[config.mk]
export PLATFORM = sky130hd
export DESIGN_NAME = recognition_result_uart_tx
export DESIGN_NICKNAME = d
export VERILOG_FILES = /design/src/rtl/recognition_result_uart_tx.sv
export SDC_FILE = /design/constraint.sdc
export NUM_CORES = 1
export LEC_CHECK = 0
export ABC_AREA = 1
export BUFFER_PORTS_ARGS = -buffer_cell sky130_fd_sc_hd__clkbuf_2
export CAP_MARGIN = 20
export CORE_ASPECT_RATIO = 0.9
export CORE_MARGIN = 3
export CORE_UTILIZATION = 48
export CTS_CLUSTER_SIZE = 25
export DETAILED_ROUTE_END_ITERATION = 10
export GPL_ROUTABILITY_DRIVEN = 0
export GPL_TIMING_DRIVEN = 0
export PLACE_DENSITY = 0.75
export SETUP_SLACK_MARGIN = 0.02
export SYNTH_ARGS = -nofsm -noshare
export SYNTH_HDL_FRONTEND = slang
export SYNTH_SLANG_ARGS = --single-unit
[constraint.sdc]
create_clock -name clk -period 2.15 [get_ports clk]
set_input_delay 0.1075 -clock clk [delete_from_list [all_inputs] [get_ports clk]]
set_output_delay 0.1075 -clock clk [all_outputs]
set_load 0.02 [all_outputs]
[src/rtl/recognition_result_uart_tx.sv]
// recognition_result_uart_tx
//   Sends each speaker-recognition result to the host as the ASCII line
//   "ID:n\r\n" on an 8N1 UART. One further result may wait in a pending slot
//   while a line is in flight. A newer result replaces a waiting one and sets
//   the sticky overrun flag.
//
// Ports
//   clk                     system clock
//   rst                     synchronous, active-high reset
//   recognition_result[2:0] speaker index 0..6, or NO_RESULT_CODE (sent as 'X')
//   recognition_result_flag one-cycle strobe; the code is valid in the same cycle
//   uart_tx                 serial output, idle high (registered)
//   tx_busy                 high while a line is in flight, including queued lines
//   msg_done                one-cycle pulse when the stop bit of the final 0x0A ends
//   overrun                 sticky; a pending result was overwritten
//   dbg_state[2:0]          current FSM state (IDLE=0, START=1, DATA=2, STOP=3)
//
// Handshake: there is no back-pressure. A strobe is always accepted. It starts
// a line when the FSM is idle or the last stop bit ends in that cycle, and
// otherwise it fills the pending slot.
module recognition_result_uart_tx #(
  parameter int         CLK_FREQ       = 50_000_000,
  parameter int         BAUD_RATE      = 115200,
  parameter int         CLKS_PER_BIT   = CLK_FREQ / BAUD_RATE,
  parameter logic [2:0] NO_RESULT_CODE = 3'b111
) (
  input  logic       clk,
  input  logic       rst,
  input  logic [2:0] recognition_result,
  input  logic       recognition_result_flag,
  output logic       uart_tx,
  output logic       tx_busy,
  output logic       msg_done,
  output logic       overrun,
  output logic [2:0] dbg_state
);

  localparam int            BW        = (CLKS_PER_BIT > 1) ? $clog2(CLKS_PER_BIT) : 1;
  localparam logic [BW-1:0] BAUD_LAST = BW'(CLKS_PER_BIT - 1);

  // NEXT is resolved combinationally at the end of STOP and is never registered.
  // This keeps the start bit of the following byte directly after the stop bit.
  typedef enum logic [2:0] {
    S_IDLE  = 3'd0,
    S_START = 3'd1,
    S_DATA  = 3'd2,
    S_STOP  = 3'd3,
    S_NEXT  = 3'd4
  } state_t;

  state_t        r_state, w_state_n;
  logic [BW-1:0] r_baud, w_baud_n;
  logic [2:0]    r_bit, w_bit_n;
  logic [2:0]    r_byte, w_byte_n;
  logic [2:0]    r_code, w_code_n;
  logic [2:0]    r_pend_code, w_pend_code_n;
  logic          r_pend_valid, w_pend_valid_n;
  logic          r_overrun, w_overrun_n;
  logic          r_tx, w_tx_n;
  logic          r_busy;
  logic          r_done, w_done_n;
  logic          w_baud_done;
  logic          w_line_start;
  logic [7:0]    w_tx_byte;

  function automatic logic [7:0] f_line_byte(input logic [2:0] idx, input logic [2:0] code);
    logic [7:0] b;
    case (idx)
      3'd0:    b = 8'h49;
      3'd1:    b = 8'h44;
      3'd2:    b = 8'h3A;
      3'd3:    b = (code == NO_RESULT_CODE) ? 8'h58 : (8'h30 + {5'b0, code});
      3'd4:    b = 8'h0D;
      default: b = 8'h0A;
    endcase
    return b;
  endfunction

  assign w_baud_done = (r_baud == BAUD_LAST);

  always_comb begin
    w_state_n    = r_state;
    w_baud_n     = r_baud;
    w_bit_n      = r_bit;
    w_byte_n     = r_byte;
    w_done_n     = 1'b0;
    w_line_start = 1'b0;

    case (r_state)
      S_IDLE: begin
        if (recognition_result_flag || r_pend_valid) w_line_start = 1'b1;
      end
      S_START: begin
        if (w_baud_done) begin
          w_state_n = S_DATA;
          w_baud_n  = '0;
          w_bit_n   = 3'd0;
        end else begin
          w_baud_n = r_baud + 1'b1;
        end
      end
      S_DATA: begin
        if (w_baud_done) begin
          w_baud_n = '0;
          if (r_bit == 3'd7) w_state_n = S_STOP;
          else               w_bit_n   = r_bit + 3'd1;
        end else begin
          w_baud_n = r_baud + 1'b1;
        end
      end
      S_STOP: begin
        if (w_baud_done) begin
          w_baud_n = '0;
          // This branch is the NEXT decision.
          if (r_byte != 3'd5) begin
            w_byte_n  = r_byte + 3'd1;
            w_state_n = S_START;
          end else begin
            w_done_n = 1'b1;
            if (recognition_result_flag || r_pend_valid) w_line_start = 1'b1;
            else                                         w_state_n    = S_IDLE;
          end
        end else begin
          w_baud_n = r_baud + 1'b1;
        end
      end
      default: w_state_n = S_IDLE;
    endcase

    if (w_line_start) begin
      w_state_n = S_START;
      w_baud_n  = '0;
      w_bit_n   = 3'd0;
      w_byte_n  = 3'd0;
    end
  end

  // Result capture. A strobe arriving when a line starts is sent at once. It
  // still counts as an overrun if it displaces a result that was waiting.
  always_comb begin
    w_code_n       = r_code;
    w_pend_code_n  = r_pend_code;
    w_pend_valid_n = r_pend_valid;
    w_overrun_n    = r_overrun;
    if (w_line_start) begin
      w_pend_valid_n = 1'b0;
      if (recognition_result_flag) begin
        w_code_n = recognition_result;
        if (r_pend_valid) w_overrun_n = 1'b1;
      end else begin
        w_code_n = r_pend_code;
      end
    end else if (recognition_result_flag) begin
      w_pend_code_n  = recognition_result;
      w_pend_valid_n = 1'b1;
      if (r_pend_valid) w_overrun_n = 1'b1;
    end
  end

  // The serial output is computed from the next state, so uart_tx is a clean
  // flop output aligned with the state register.
  always_comb begin
    w_tx_byte = f_line_byte(w_byte_n, w_code_n);
    case (w_state_n)
      S_START: w_tx_n = 1'b0;
      S_DATA:  w_tx_n = w_tx_byte[w_bit_n];
      default: w_tx_n = 1'b1;
    endcase
  end

  always_ff @(posedge clk) begin
    if (rst) begin
      r_state      <= S_IDLE;
      r_baud       <= '0;
      r_bit        <= 3'd0;
      r_byte       <= 3'd0;
      r_code       <= 3'd0;
      r_pend_code  <= 3'd0;
      r_pend_valid <= 1'b0;
      r_overrun    <= 1'b0;
      r_tx         <= 1'b1;
      r_busy       <= 1'b0;
      r_done       <= 1'b0;
    end else begin
      r_state      <= w_state_n;
      r_baud       <= w_baud_n;
      r_bit        <= w_bit_n;
      r_byte       <= w_byte_n;
      r_code       <= w_code_n;
      r_pend_code  <= w_pend_code_n;
      r_pend_valid <= w_pend_valid_n;
      r_overrun    <= w_overrun_n;
      r_tx         <= w_tx_n;
      r_busy       <= (w_state_n != S_IDLE);
      r_done       <= w_done_n;
    end
  end

  assign uart_tx   = r_tx;
  assign tx_busy   = r_busy;
  assign msg_done  = r_done;
  assign overrun   = r_overrun;
  assign dbg_state = r_state;

endmodule

# --- Yosys cells after proc, flatten, opt, wreduce, memory -nomap -nowiden ---
# Cells that the tools add are included.
word_totals:
  out_inout_bits: 7
  input_bits: 6
  wordCells: 69
  regBits: 29
classes:
  n_eq_ne: 13
  bitwise: 2
  n_lt_le_gt_ge: 1
  n_reduce_logical: 8
  add_sub_neg: 4
  n_mux: 30
ops:
  columns: ["op", "count"]
  rows:
  - ["$mux W3", 17]
  - ["$pmux W7 S5", 1]
  - ["$eq A3 B2 Y1 const B", 5]
  - ["$pmux W3 S4", 1]
  - ["$add A9 B1 Y9 const B", 1]
  - ["$eq A3 B1 Y1 const B", 3]
  - ["$eq A3 B3 Y1 const B", 3]
  - ["$eq A9 B9 Y1 const B", 1]
  - ["$mux W9", 1]
  - ["$add A6 B3 Y7 const A", 1]
  - ["$mux W7", 1]
  - ["$add A3 B1 Y3 const B", 2]
  - ["$logic_not A3 Y1", 2]
  - ["$pmux W3 S2", 1]
  - ["$reduce_or A3 Y1", 2]
  - ["$mux W1", 5]
  - ["$lt A3 B4 Y1 const B", 1]
  - ["$pmux W1 S2", 2]
  - ["$bmux W1 S3", 1]
  - ["$ne A3 B3 Y1 const B", 1]
  - ["$reduce_bool A3 Y1", 1]
  - ["$not A1 Y1", 2]
  - ["$reduce_and A2 Y1", 1]
  - ["$reduce_or A2 Y1", 1]
  - ["$logic_or A1 B1 Y1", 1]

# --- Logic depth before layout (Yosys ltp) ---
logic_depth:
  ltp_word: 12
  mapped_depth: 20
  mapped_depth_nobuf: 20

# --- Least setup slack after synthesis ---
# Ideal clock, no wire load.
synth_timing:
  path_type: "register to register"
  startpoint: "register r_baud[0]"
  endpoint: "register r_tx, in the netlist uart_tx"
  setup_slack_ns: 0.249
  period_less_slack_ns: 1.901
  required_time_ns: 2.033
  setup_ns: 0.117
  path_buffers: 0
  path_stages_with_launch: 19
  arrival_time_ns: 1.784
  path_cell_list: "dfxtp_1 > ha_1 > nand2_1 > inv_1 > nand2_2 > nor2_8 > nand3_4 > nand2_8 > inv_6 > nand3_1 > nor2_4 > nand2_1 > nand2_1 > nand2_1 > nand2_1 > a21oi_1 > nand2_1 > nand2_1 > nand2_1"
synth_between:
  elab_chain_cells: 10
  elab_cells_between_ends: 30
  cone_classes: "add/sub: 1; eq/ne: 8; mux: 20; reduce/logical: 1"
synth_rtl:
  columns: ["element", "line_no", "rtl"]
  rows:
  - ["from (decl)", "52", "logic [BW-1:0] r_baud, w_baud_n;"]
  - ["from (signal assigned)", "186", "r_baud <= w_baud_n;"]
  - ["$eq A9 B9 Y1 (*)", "79", "assign w_baud_done = (r_baud == BAUD_LAST);"]
  - ["$mux W1", "112", "if (w_baud_done) begin"]
  - ["$pmux W1 S2", "89", "case (r_state)"]
  - ["$mux W3", "145", "if (w_line_start) begin"]
  - ["$add A6 B3 Y7 or $eq A3 B3 Y1 (tied branches)", "72", "3'd3: b = (code == NO_RESULT_CODE) ? 8'h58 : (8'h30 + {5'b0, code});"]
  - ["$mux W7", "72", null]
  - ["$pmux W7 S5", "68", "case (idx)"]
  - ["$bmux W1 S3", "166", "S_DATA: w_tx_n = w_tx_byte[w_bit_n];"]
  - ["$mux W1 (not written as such)", "166", null]
  - ["$pmux W1 S2 (*)", "164", "case (w_state_n)"]
  - ["to (signal assigned)", "193", "r_tx <= w_tx_n;"]
  - ["to (decl)", "59", "logic r_tx, w_tx_n;"]
# Every way passes the cells marked *; elsewhere a longest branch is shown, timed or not. The select of a mux whose other input is x is not followed.
# A chain may end at the register's enable or synchronous reset.

# --- Worst setup path after layout ---
layout_timing:
  startpoint: "register r_baud[1]"
  endpoint: "register r_tx, in the netlist uart_tx"
# Same word-level chain as after synthesis.

==> metrics.txt <==
antenna violations before repair 0; clock skew after layout 2.32 ps; horizontal extent of the die 70.4 um; areal power density over the cells 544 mW/mm^2; required arrival time at the worst endpoint 2370 ps; flop and latch count out of synthesis 29; vias in the first global route 1445; cell area after placement 0.00190 mm^2; global route total overflow 0; pin count of the biggest net entering global routing 11; cell area after layout 0.00221 mm^2; worst-path cell with the longest stage delay dfxtp_2; gate count of the mapped netlist 259; I/O pin count 13; max-cap violation count 0; TritonCTS clock tree done; Hold Crit Class input port to flop; Area Overhead vs Synth 23.8%; final hold vios 0; DRC violations left 0; synthesized area 0.00179 mm^2; Top cell by count, worst path nand2_1; critical-path cell list inv_2 > ha_4 > nand2_1 > nor2_1 > nand4_1 > nand2_1 > nand2_2 > nand2_8 > nand2_4 > a21oi_2 > nand2_1 > nand2_1 > nand2_1 > nand2_1 > a21oi_2 > nand2_1 > nand2_1 > nand2_1; per-instance average area after synthesis 6.91 um^2; number of sinks driven by the clock tree 29; vias 1674; proportion of register bits with asynchronous set or reset after synthesis 0%; Bufs on Longest Clock Path 2; Nets 301; via-per-instance ratio 5.00; global-route wire length before repair 6330 um; Post-DRT Antenna Nets 0; crit path kind flop to flop; total CTS buffers 5; fraction of final layout cells with drive strength greater than 1 27.5%; final critical delay including setup and external delays 2110 ps; category of the worst setup path launch point flop; largest incremental delay on the critical path 330 ps; summed negative setup slack over all endpoints 0 ps; highest achievable clock rate 473 MHz; ranking of synthesized cells by area dfxtp_1 32%, nand2_1 13%, inv_1 7.8%; outcome complete, no violations; count of flip-flops with a built-in enable after synthesis 0; post-synth top area share 32.4%; unrepaired setup endpoints after global routing yes; leakage dissipation 1.09 nW; final number of max-transition violations 0; most numerous cell types in the synthesized netlist 62 x nand2_1, 37 x inv_1, 29 x dfxtp_1, 29 x nor2_1, 14 x a21oi_1; clock-pin slew reported for the worst setup and hold paths after clock tree synthesis 60 ps; worst hold slack after final layout 116 ps; die footprint 0.00450 mm^2; largest vdd supply drop 0.000543 V; count leader, synth nand2_1; H-tree depth reported by CTS 2; # setup viols final 0; signal arrival time at the worst endpoint 2340 ps; transition time at the pin with the least slew margin 631 ps; count of different cell masters after synthesis 32; average wire per cell in the routed design 12.0 um; Worst slew margin 57.5%; Critical Path End Type flop; Most used DFF post-synth dfxtp_1; synthesized net count 270; Placed Cells incl. Taps 315; Initial DRC Count 124; ant diodes 0; initial core utilization 51.4%; clock root buffer master clkbuf_8; Core Footprint 0.00348 mm^2; final worst path period share 98.3%; number of search-and-repair iterations in the first detailed-routing pass 5; Die Y 63.9 um; Tot GR Track Use 17.1%; worst-skew pair later-pin latency 280 ps; quantity of hold-fixing buffers added after cts 0; CP max FO 5; area leader, netlist dfxtp_1; Final Instance Count excl. Fillers 335; post-detailed-routing wire length 4020 um; share of the yosys chip area belonging to registers 32.4%; cell row count 20; DP Wirelength 2740 um; number of buffers added on ports 12; yosys warns 0
worst max-delay path: cells and delay by family, from the launching register on:
kind	cells	cell delay (ps)
adder cells (fa/ha/maj)	1	130
buffers and inverters	1	60
AO/OA/AOI/OAI	2	180
AND/OR/NAND/NOR	14	1360
flip-flops	1	330
layout make-up:
cell class | count | area (um^2)
tap | 44 | 55.1
buffer | 2 | 15.0
clock buffer | 7 | 96.3
multi-input combinational | 187 | 1140
fill | 296 | 1260
timing repair buffer | 24 | 155
clock inverter | 1 | 5.00
inverter | 41 | 165
sequential | 29 | 587
per-stage QoR:
stage / setup slack (ps) / utilization [%] / power (W)
floorplan: 249 / - / 0.000665
global placement: -19.5 / 54.7 / 0.000695
detailed placement: -18.4 / 54.7 / 0.000697
CTS: 26.7 / 57.7 / 0.00119
global route: -168 / 63.7 / 0.00126
finish: 37.1 / 63.7 / 0.00120
worst paths after layout:
path | startpoint | end | slack, ps | cells after the start
worst max register to register | r_baud[1] | uart_tx | 40 | 18
worst min-delay path | rst | r_code[0] | 120 | 2
worst min register to register | overrun | overrun | 480 | 2
worst max-delay path | r_baud[1] | uart_tx | 40 | 18
sequential cells by signal, indices dropped and copies added (netlist names):
name	count
r_code	3
tx_busy	1
r_pend_code	3
r_baud	9
overrun	1
r_bit	3
r_byte	3
msg_done	1
r_pend_valid	1
uart_tx	1
dbg_state	3
power breakdown:
group | switching [W] | internal, W
logic | 0.0000975 | 0.0000470
clock network | 0.000207 | 0.000289
registers | 0.00000972 | 0.000555
total | 0.000314 | 0.000891
cell usage in the layout, fill, tap and decap left out, types with 2 or more instances in the layout:
cell and instances:
ha_1 4, a21oi_1 12, nor2_2 3, nor3b_1 4, nand2_4 8, clkbuf_8 7, nand2_8 4, nor3_1 7
nand4_1 8, clkbuf_2 12, buf_4 11, nor2_1 29, inv_2 3, a31oi_1 2, nand3_1 10, nand3_2 4
dfxtp_1 26, inv_1 35, nor2_4 3, a21oi_2 3, clkinv_2 2, o21ai_0 11, nand2_2 8, nand2_1 58
dfxtp_2 2
metal layers:
metal | track usage (%) | routed length [um] | share of wire [%]
met1 | 24.3 | 2000 | 50
met2 | 25.5 | 1780 | 44
met3 | 5.03 | 228 | 5.7
met4 | 3.83 | 22 | 0.55
met5 | 0 | 0 | 0
repair_timing:
item | in CTS | in global routing
setup buffers | 0 | 12
resized for setup | 1 | 27
setup endpoints to repair | 1 | 2
pin swaps | 0 | 15
cell families after synthesis:
family / count (synthesis) / synth area share (%)
simple gates: 151 / 44.8
buf+inv: 43 / 9.93
compound gates: 30 / 9.09
flops: 29 / 32.4
fa+ha+maj: 5 / 3.50
other cells: 1 / 0.210
Note: power is estimated with default switching activity, not from simulation.
